==> src/rtl/pipelined_addsub_if.sv <==
// pipelined_addsub_if: operand/result handshake bundle for pipelined_addsub.
// The producer/consumer side uses the master modport; the adder uses slave.
interface pipelined_addsub_if #(
    parameter int WIDTH = 64
);
    logic             in_valid;
    logic             in_ready;
    logic [WIDTH-1:0] a;
    logic [WIDTH-1:0] b;
    logic             sub;
    logic             out_valid;
    logic             out_ready;
    logic [WIDTH-1:0] result;
    logic             carry;
    logic             overflow;
    logic             zero;

    modport master (
        output in_valid, a, b, sub, out_ready,
        input  in_ready, out_valid, result, carry, overflow, zero
    );

    modport slave (
        input  in_valid, a, b, sub, out_ready,
        output in_ready, out_valid, result, carry, overflow, zero
    );
endinterface

==> src/rtl/pipelined_addsub.sv <==
// pipelined_addsub: two's-complement add/subtract over a carry chain cut into
// STAGES registered segments of SEG = WIDTH/STAGES bits each.
// Stage k adds segment k and registers it together with the carry, the
// finished low bits and the still-unprocessed high operand bits. The final
// stage also produces carry/borrow, signed overflow and zero.
// Optional feature: define ADDSUB_SAT_EN to saturate the result on signed
// overflow; left undefined, the result wraps modulo 2^WIDTH.
module pipelined_addsub #(
    parameter int WIDTH  = 64,
    parameter int STAGES = 4
) (
    input logic               clk,
    input logic               rst,
    pipelined_addsub_if.slave bus
);
    localparam int SEG = WIDTH / STAGES;
    localparam int MSB = WIDTH - 1;

    logic             r_out_valid;
    logic [WIDTH-1:0] r_result;
    logic             r_carry;
    logic             r_overflow;
    logic             r_zero;

    logic             w_adv;
    logic [WIDTH-1:0] w_b_eff;

    // Final-stage operands: either straight from the bus or from stage STAGES-2.
    logic [SEG-1:0]   w_fa;
    logic [SEG-1:0]   w_fb;
    logic             w_fcin;
    logic             w_fsub;
    logic             w_fvld;
    logic [SEG:0]     w_fseg;
    logic [WIDTH-1:0] w_sum;
    logic [WIDTH-1:0] w_res;
    logic             w_ovf;
    logic             w_carry;

    // Whole pipeline moves as one; a stalled output freezes every stage.
    assign w_adv        = ~r_out_valid | bus.out_ready;
    assign bus.in_ready = w_adv;
    assign w_b_eff      = bus.b ^ {WIDTH{bus.sub}};

    generate
        if ((STAGES < 1) || (WIDTH % STAGES != 0)) begin : g_bad_cfg
            $error("pipelined_addsub: WIDTH must be a multiple of STAGES");
        end

        if (STAGES == 1) begin : g_single
            assign w_fa   = bus.a;
            assign w_fb   = w_b_eff;
            assign w_fcin = bus.sub;
            assign w_fsub = bus.sub;
            assign w_fvld = bus.in_valid;
            assign w_sum  = w_fseg[SEG-1:0];
        end else begin : g_multi
            for (genvar j = 0; j < STAGES - 1; j++) begin : g_stage
                localparam int LO = (j + 1) * SEG;
                localparam int HI = WIDTH - LO;

                logic [LO-1:0] r_lo;
                logic [HI-1:0] r_a_hi;
                logic [HI-1:0] r_b_hi;
                logic          r_c;
                logic          r_sub;
                logic          r_vld;

                logic [SEG:0]  w_seg;
                logic [LO-1:0] w_lo_nxt;
                logic [HI-1:0] w_a_hi_nxt;
                logic [HI-1:0] w_b_hi_nxt;
                logic          w_sub_nxt;
                logic          w_vld_nxt;

                if (j == 0) begin : g_first
                    assign w_seg      = {1'b0, bus.a[SEG-1:0]} + {1'b0, w_b_eff[SEG-1:0]}
                                      + {{SEG{1'b0}}, bus.sub};
                    assign w_lo_nxt   = w_seg[SEG-1:0];
                    assign w_a_hi_nxt = bus.a[MSB:SEG];
                    assign w_b_hi_nxt = w_b_eff[MSB:SEG];
                    assign w_sub_nxt  = bus.sub;
                    assign w_vld_nxt  = bus.in_valid;
                end else begin : g_mid
                    assign w_seg      = {1'b0, g_stage[j-1].r_a_hi[SEG-1:0]}
                                      + {1'b0, g_stage[j-1].r_b_hi[SEG-1:0]}
                                      + {{SEG{1'b0}}, g_stage[j-1].r_c};
                    assign w_lo_nxt   = {w_seg[SEG-1:0], g_stage[j-1].r_lo};
                    assign w_a_hi_nxt = g_stage[j-1].r_a_hi[HI+SEG-1:SEG];
                    assign w_b_hi_nxt = g_stage[j-1].r_b_hi[HI+SEG-1:SEG];
                    assign w_sub_nxt  = g_stage[j-1].r_sub;
                    assign w_vld_nxt  = g_stage[j-1].r_vld;
                end

                // Segment register: captures this stage's partial sum, holds on stall.
                always_ff @(posedge clk or posedge rst) begin
                    if (rst) begin
                        r_lo   <= '0;
                        r_a_hi <= '0;
                        r_b_hi <= '0;
                        r_c    <= 1'b0;
                        r_sub  <= 1'b0;
                        r_vld  <= 1'b0;
                    end else if (w_adv) begin
                        r_lo   <= w_lo_nxt;
                        r_a_hi <= w_a_hi_nxt;
                        r_b_hi <= w_b_hi_nxt;
                        r_c    <= w_seg[SEG];
                        r_sub  <= w_sub_nxt;
                        r_vld  <= w_vld_nxt;
                    end
                end
            end

            assign w_fa   = g_stage[STAGES-2].r_a_hi;
            assign w_fb   = g_stage[STAGES-2].r_b_hi;
            assign w_fcin = g_stage[STAGES-2].r_c;
            assign w_fsub = g_stage[STAGES-2].r_sub;
            assign w_fvld = g_stage[STAGES-2].r_vld;
            assign w_sum  = {w_fseg[SEG-1:0], g_stage[STAGES-2].r_lo};
        end
    endgenerate

    assign w_fseg  = {1'b0, w_fa} + {1'b0, w_fb} + {{SEG{1'b0}}, w_fcin};
    // Operand MSBs live at the top of the last segment; b is already inverted for sub.
    assign w_ovf   = (w_fa[SEG-1] == w_fb[SEG-1]) & (w_sum[MSB] != w_fa[SEG-1]);
    assign w_carry = w_fseg[SEG] ^ w_fsub;

`ifdef ADDSUB_SAT_EN
    // Clamp toward the sign of a when the signed result has wrapped.
    assign w_res = w_ovf ? (w_fa[SEG-1] ? {1'b1, {(WIDTH-1){1'b0}}}
                                        : {1'b0, {(WIDTH-1){1'b1}}})
                         : w_sum;
`else
    assign w_res = w_sum;
`endif

    // Output register: result and flags of the final stage, frozen while stalled.
    always_ff @(posedge clk or posedge rst) begin
        if (rst) begin
            r_out_valid <= 1'b0;
            r_result    <= '0;
            r_carry     <= 1'b0;
            r_overflow  <= 1'b0;
            r_zero      <= 1'b0;
        end else if (w_adv) begin
            r_out_valid <= w_fvld;
            r_result    <= w_res;
            r_carry     <= w_carry;
            r_overflow  <= w_ovf;
            r_zero      <= ~|w_res;
        end
    end

    assign bus.out_valid = r_out_valid;
    assign bus.result    = r_result;
    assign bus.carry     = r_carry;
    assign bus.overflow  = r_overflow;
    assign bus.zero      = r_zero;
endmodule
==> src/flat_wrapper.sv <==
// flat-port wrapper written by rule: the top's interface ports become plain ports
module pipelined_addsub_flat 
#(
    parameter int WIDTH  = 64,
    parameter int STAGES = 4
)
  (clk, rst, bus_in_valid, bus_a, bus_b, bus_sub, bus_out_ready, bus_in_ready, bus_out_valid, bus_result, bus_carry, bus_overflow, bus_zero);
  pipelined_addsub_if #(.WIDTH(WIDTH)) bus_i ();
  input logic clk;
  input logic rst;
  input wire logic [$bits(bus_i.in_valid)-1:0] bus_in_valid;
  input wire logic [$bits(bus_i.a)-1:0] bus_a;
  input wire logic [$bits(bus_i.b)-1:0] bus_b;
  input wire logic [$bits(bus_i.sub)-1:0] bus_sub;
  input wire logic [$bits(bus_i.out_ready)-1:0] bus_out_ready;
  output wire logic [$bits(bus_i.in_ready)-1:0] bus_in_ready;
  output wire logic [$bits(bus_i.out_valid)-1:0] bus_out_valid;
  output wire logic [$bits(bus_i.result)-1:0] bus_result;
  output wire logic [$bits(bus_i.carry)-1:0] bus_carry;
  output wire logic [$bits(bus_i.overflow)-1:0] bus_overflow;
  output wire logic [$bits(bus_i.zero)-1:0] bus_zero;
  assign bus_i.in_valid = bus_in_valid;
  assign bus_i.a = bus_a;
  assign bus_i.b = bus_b;
  assign bus_i.sub = bus_sub;
  assign bus_i.out_ready = bus_out_ready;
  assign bus_in_ready = bus_i.in_ready;
  assign bus_out_valid = bus_i.out_valid;
  assign bus_result = bus_i.result;
  assign bus_carry = bus_i.carry;
  assign bus_overflow = bus_i.overflow;
  assign bus_zero = bus_i.zero;
  pipelined_addsub #(.WIDTH(WIDTH), .STAGES(STAGES)) u_core (.clk(clk), .rst(rst), .bus(bus_i));
endmodule
==> config.mk <==
export PLATFORM = sky130hd
export DESIGN_NAME = pipelined_addsub_flat
export DESIGN_NICKNAME = d
export VERILOG_FILES = /design/src/rtl/pipelined_addsub_if.sv /design/src/rtl/pipelined_addsub.sv /design/src/flat_wrapper.sv
export SDC_FILE = /design/constraint.sdc
export NUM_CORES = 1
export LEC_CHECK = 0
export CELL_PAD_IN_SITES_DETAIL_PLACEMENT = 0
export CELL_PAD_IN_SITES_GLOBAL_PLACEMENT = 1
export CORE_MARGIN = 3
export CORE_UTILIZATION = 43
export CTS_CLUSTER_SIZE = 20
export DETAILED_ROUTE_END_ITERATION = 8
export PLACE_DENSITY_LB_ADDON = 0.1
export SLEW_MARGIN = 5
export SYNTH_ARGS = -nofsm -noshare
export SYNTH_HDL_FRONTEND = slang
export SYNTH_SLANG_ARGS = --single-unit
==> constraint.sdc <==
create_clock -name clk -period 17.3 [get_ports clk]
set_input_delay 5.19 -clock clk [delete_from_list [all_inputs] [get_ports clk]]
set_output_delay 5.19 -clock clk [all_outputs]
set_load 0.03 [all_outputs]
### Word-level counts from Yosys, hierarchy flattened

Cells that the tools add are included.

| word-level totals | value |
|---|---|
| register bits | 365 |
| input port bits | 133 |
| output and inout bits | 69 |

| operators by class | value |
|---|---|
| add/subtract/negate cells | 8 |
| equal/unequal tests | 2 |
| bitwise gates (word level) | 5 |
| reductions and logical operators | 2 |

Operator list:

| cell | count |
|---|---|
| $add A16 B16 Y17 | 4 |
| $add A17 B1 Y17 | 4 |
| $reduce_or A64 Y1 | 1 |
| $xor A64 B64 Y64 | 1 |
| $and A1 B1 Y1 | 1 |
| $eq A1 B1 Y1 | 1 |
| $logic_not A1 Y1 | 1 |
| $ne A1 B1 Y1 | 1 |
| $not A1 Y1 | 1 |
| $or A1 B1 Y1 | 1 |
| $xor A1 B1 Y1 | 1 |

### Logic depth before layout (Yosys ltp)

| logic depth | value |
|---|---|
| depth after elaboration | 4 |
| depth in mapped cells | 12 |
| depth with buffers taken out | 12 |

### Least setup slack after synthesis

Ideal clock, no wire load.

| timing | value |
|---|---|
| path type | input -> output |
| from | input port bus_out_ready |
| to | output port bus_in_ready |
| arrival | 6.283 ns |
| required time | 12.110 ns |
| slack | 5.827 ns |
| stages | 5 |
| buffers on the path | 3 |
| cell sequence | nor2b_1 > clkbuf_1 > inv_1 > clkbuf_1 > buf_1 |

| between the ends | value |
|---|---|
| word-level cells in the longest chain between the ends | 1 |

Ends and longest elaborated chain:

| item | RTL line | text |
|---|---|---|
| from (decl) | flat_wrapper.sv:15 | `input wire logic [$bits(bus_i.out_ready)-1:0] bus_out_ready;` |
| $or A1 B1 Y1 | pipelined_addsub.sv:41 | `assign w_adv = ~r_out_valid \| bus.out_ready;` |
| to (decl) | flat_wrapper.sv:16 | `output wire logic [$bits(bus_i.in_ready)-1:0] bus_in_ready;` |

No other way between the ends.

### Worst setup path in the final report

Ends and elaborated chain as after synthesis.

==> run summary <==
RUN STATUS
---------------------------------------------------------------------------
Result of the run                                              finished, final reports clean

GRT
---------------------------------------------------------------------------
Number of global-route vias before repair                             12600
Total global routing overflow                                             0
Antenna violations before repair                                          0
Wire length of the first global-routing pass                        63.1 mm
Global-route usage over all layers                                    18.4%
Pin count of the biggest net entering global routing                    261

FLOORPLANNING
---------------------------------------------------------------------------
Row Count                                                                71
Starting utilization of the core area                                 44.2%
Die area                                                          41600 um2
I/O pin count                                                           202
Die Span X                                                           204 um
Die Y-Extent                                                         204 um
Core Footprint                                                    38100 um2

WORST SETUP PATH
---------------------------------------------------------------------------
Kind of start point of the critical path                          input pin
Worst path required time                                           12110 ps
Kind of cell adding the most delay to the critical path        buffers and inverters
Reg-to-reg setup timing slack                                      14000 ps
Worst setup EP type                                            primary output
Data arrival at the endpoint of the critical path                   7140 ps
Slowest cell on the critical path                              clkdlybuf4s50_1
Most repeated library cell on the critical path                clkdlybuf4s50_1
CP bufs+invs                                                              3
CP max FO                                                               139
Worst r2r src                                                  u_core.g_multi.g_stage[2].r_c
Largest stage delay, worst path                                      810 ps
First element of the critical path                             bus_out_ready
Cells traversed along the worst timing path                    clkdlybuf4s50_1, nor2b_4, inv_8, clkdlybuf4s50_1
Critical path class                                            input pin to primary output

DRT
---------------------------------------------------------------------------
Iteration count of the initial detailed-routing pass                      4
Residual antenna-violating net count after detailed routing               0
Detailed-route DRC error count                                            0
Wirelength per Cell                                                 14.4 um
Per-cell via count in the routed design                                4.88
Drt initial violations                                                  705
Wire length reported by the detailed router                         37.5 mm
Via count of the routed design                                        12700

FLOW RUN
---------------------------------------------------------------------------
Maximum Capacitance Violations                                            0

SYNTHESIS
---------------------------------------------------------------------------
Register bit count reported by yosys                                    365
Cell type with the largest total area after synthesis               dfrtp_1
Adder-Cell Fraction of Synth Area                                     5.29%
Post-synth ARST share                                                  100%
Synth Area in Compound Gates                                          8.61%
Number of warning messages in the yosys log                               0
Cell types occupying the most area after synthesis             dfrtp_1, nand2_1, ha_1
Largest family of logic cells by synthesized area              simple AND/OR/NAND/NOR gates
Xor and xnor area share after synthesis                               5.25%
Total nets after synthesis                                             2104
Mux contribution to synthesized area                                 0.327%
Mapped Cells                                                           1904
Number of enable flip-flop cells after synthesis                          0
Post-synth top area share                                             54.2%
Distinct cell type count of the synthesized netlist                      52
Synth Flop Type                                                     dfrtp_1
Sequential share of the synthesized area                              54.2%
Avg Cell Area, Syn                                                 8.85 um2
Cell area after synthesis                                         16900 um2
Simple-gate share of the synthesized area                             23.9%

CLOCKING
---------------------------------------------------------------------------
Htree depth                                                               2
CTS clk-pin slew, worst paths                                         60 ps
Number of buffers inserted by post-CTS setup repair                       0
CTS Sinks                                                               365
Later-pin clock latency in the skew report                           540 ps
Post-cts hold buffer count                                                0
Post-CTS resize count                                                     0
Maximum number of buffers from clock root to sink                         3
Clock tree from TritonCTS                                               yes
Number of buffers created by CTS                                         41
Clock tree root driver cell                                       clkbuf_16

MIN PATH
---------------------------------------------------------------------------
Worst Hold Launch                                              u_core.g_multi.g_stage[2].r_vld
Path category of the worst min-delay check                     flip-flop to flip-flop

FINAL LAYOUT
---------------------------------------------------------------------------
Fillers                                                                3633
Area of the multi-input gates                                      7320 um2
Nets                                                                   2268
Antenna cells                                                             0
Synth-to-layout area growth                                           21.5%
Share of layout cells above drive strength 1                          3.63%
Flip-flop and latch area                                           9130 um2
Final core area utilization                                           53.7%
Fin area                                                          20500 um2

TIMING
---------------------------------------------------------------------------
Actual transition at the worst max-transition pin                   1060 ps
Total count of max-transition violations in the final report              0
RSZ-0062 raised after global routing                                     no
Total Negative Setup Slacks                                            0 ps
Worst slew margin                                                     29.5%
Number of hold-slack violations in the final timing report                0
Smallest setup slack after layout                                   4970 ps
Final Critical Period                                              12330 ps
F_max                                                              81.1 MHz
Skew final                                                          11.1 ps
Post-route clock period utilization                                   71.2%
Number of setup violations in the final report                            0

POWER
---------------------------------------------------------------------------
Leakage                                                          0.00986 uW
Overall power consumption                                           3870 uW
Power Dens Cells                                                 189 nW/um2
Worst VDD drop                                                  0.0000795 V

PLACED DESIGN
---------------------------------------------------------------------------
Pre-CTS setup slack                                                 4950 ps
Gp weighted congestion                                                0.791
Detailed placement HPWL                                             25.0 mm
Port Buf Inserts                                                        201
Area after DPL                                                    19300 um2

[routing by layer]
| layer | up-vias | part of all wire, % | global-route usage [%] |
|---|---|---|---|
| met3 | 43 | 4.3 | 3.68 |
| met1 | 5983 | 47 | 25.6 |
| met2 | 192 | 47 | 30.0 |
| li1 | 6488 | - | - |
| met4 | 0 | 1.6 | 3.93 |
| met5 | - | 0 | 0 |
[where the power goes]
| group | leakage, uW | switching (uW) | internal, uW |
|---|---|---|---|
| logic | 0.00488 | 957 | 649 |
| registers | 0.00439 | 234 | 1240 |
| clock network | 0.000595 | 328 | 466 |
[layout by cell type (no fill, tap or decap), types with 7 or more instances in the layout]
| master | count |
|---|---|
| xnor2_1 | 60 |
| nor2_1 | 71 |
| nor3_1 | 18 |
| dfrtp_1 | 365 |
| fa_1 | 7 |
| ha_1 | 60 |
| o21ai_1 | 15 |
| o21ai_0 | 86 |
| nand2b_1 | 12 |
| nand3_1 | 12 |
| a211oi_1 | 9 |
| o21a_1 | 15 |
| nand2_1 | 855 |
| nor4_1 | 14 |
| o31ai_1 | 11 |
| or3_1 | 11 |
| xor2_1 | 41 |
| a21o_1 | 10 |
| clkdlybuf4s50_1 | 200 |
| buf_4 | 7 |
| clkbuf_1 | 13 |
| clkinv_2 | 8 |
| a21oi_1 | 54 |
| clkbuf_16 | 41 |
| inv_1 | 20 |
[stage by stage]
step	hold slack [ps]	instances
finish	459	2603
CTS	467	2603
global route	481	2603
detailed placement	453	2536
global placement	450	2536
floorplan	430	1904
[worst register-to-register path: stages (launching register included)]
cell and delay [ps]:
dfrtp_1 380, fa_1 270, inv_1 80, fa_1 530, nor4b_1 260, nand4_1 190
nor4_1 640, o2111ai_1 290, nor4_2 250, nand4_1 160, o31ai_2 180
[Yosys cell counts, types with 11 or more instances]
cell type  instances
nor2_1            71
buf_1             11
nand2b_1          12
nand2_1          855
ha_1              60
o21ai_1           15
a21oi_1           54
xor2_1            41
o21a_1            15
clkbuf_1          77
nand3_1           12
nor3_1            18
nor4_1            14
xnor2_1           60
o31ai_1           11
inv_1             22
dfrtp_1          365
o21ai_0           86
or3_1             11
[logic make-up (layout without fill, tap and decap cells)]
kind of cell | after synthesis | count (layout)
and+or+nand+nor | 1018 | 1018
DFF | 365 | 365
AOI/OAI and AO/OA | 238 | 238
buffers and inverters | 110 | 298
xor gates and xnor gates | 101 | 101
adders and majority gates | 67 | 67
muxes | 5 | 5
[state kept, by name, summed over array words and instances (netlist names)]
signal	count
u_core.g_multi.g_stage.r_a_hi	96
u_core.g_multi.g_stage.r_b_hi	96
u_core.g_multi.g_stage.r_lo	96
u_core.bus.result	64
u_core.g_multi.g_stage.r_c	3
u_core.g_multi.g_stage.r_sub	3
u_core.g_multi.g_stage.r_vld	3
u_core.bus.carry	1
u_core.bus.out_valid	1
u_core.bus.overflow	1
u_core.bus.zero	1
[path summary, 6_finish.rpt]
kind | cells past startpoint | endpoint
min in group asynchronous | 2 | u_core.bus.result[9]
min reg2reg | 2 | u_core.g_multi.g_stage[2].r_vld
min | 2 | u_core.g_multi.g_stage[2].r_vld
max in group asynchronous | 3 | u_core.g_multi.g_stage[0].r_b_hi[2]
max reg2reg | 10 | u_core.bus.zero
max | 4 | bus_in_ready
[area by class of cell]
| class | count | share of cell area (%) |
|---|---|---|
| sequential | 365 | 44.6 |
| inverter | 22 | 0.477 |
| clock buffer | 58 | 5.52 |
| timing repair buffer | 209 | 10.2 |
| multi-input combinational | 1429 | 35.7 |
| tap | 511 | 3.12 |
| clock inverter | 9 | 0.342 |
(Power assumes the default switching activity.)
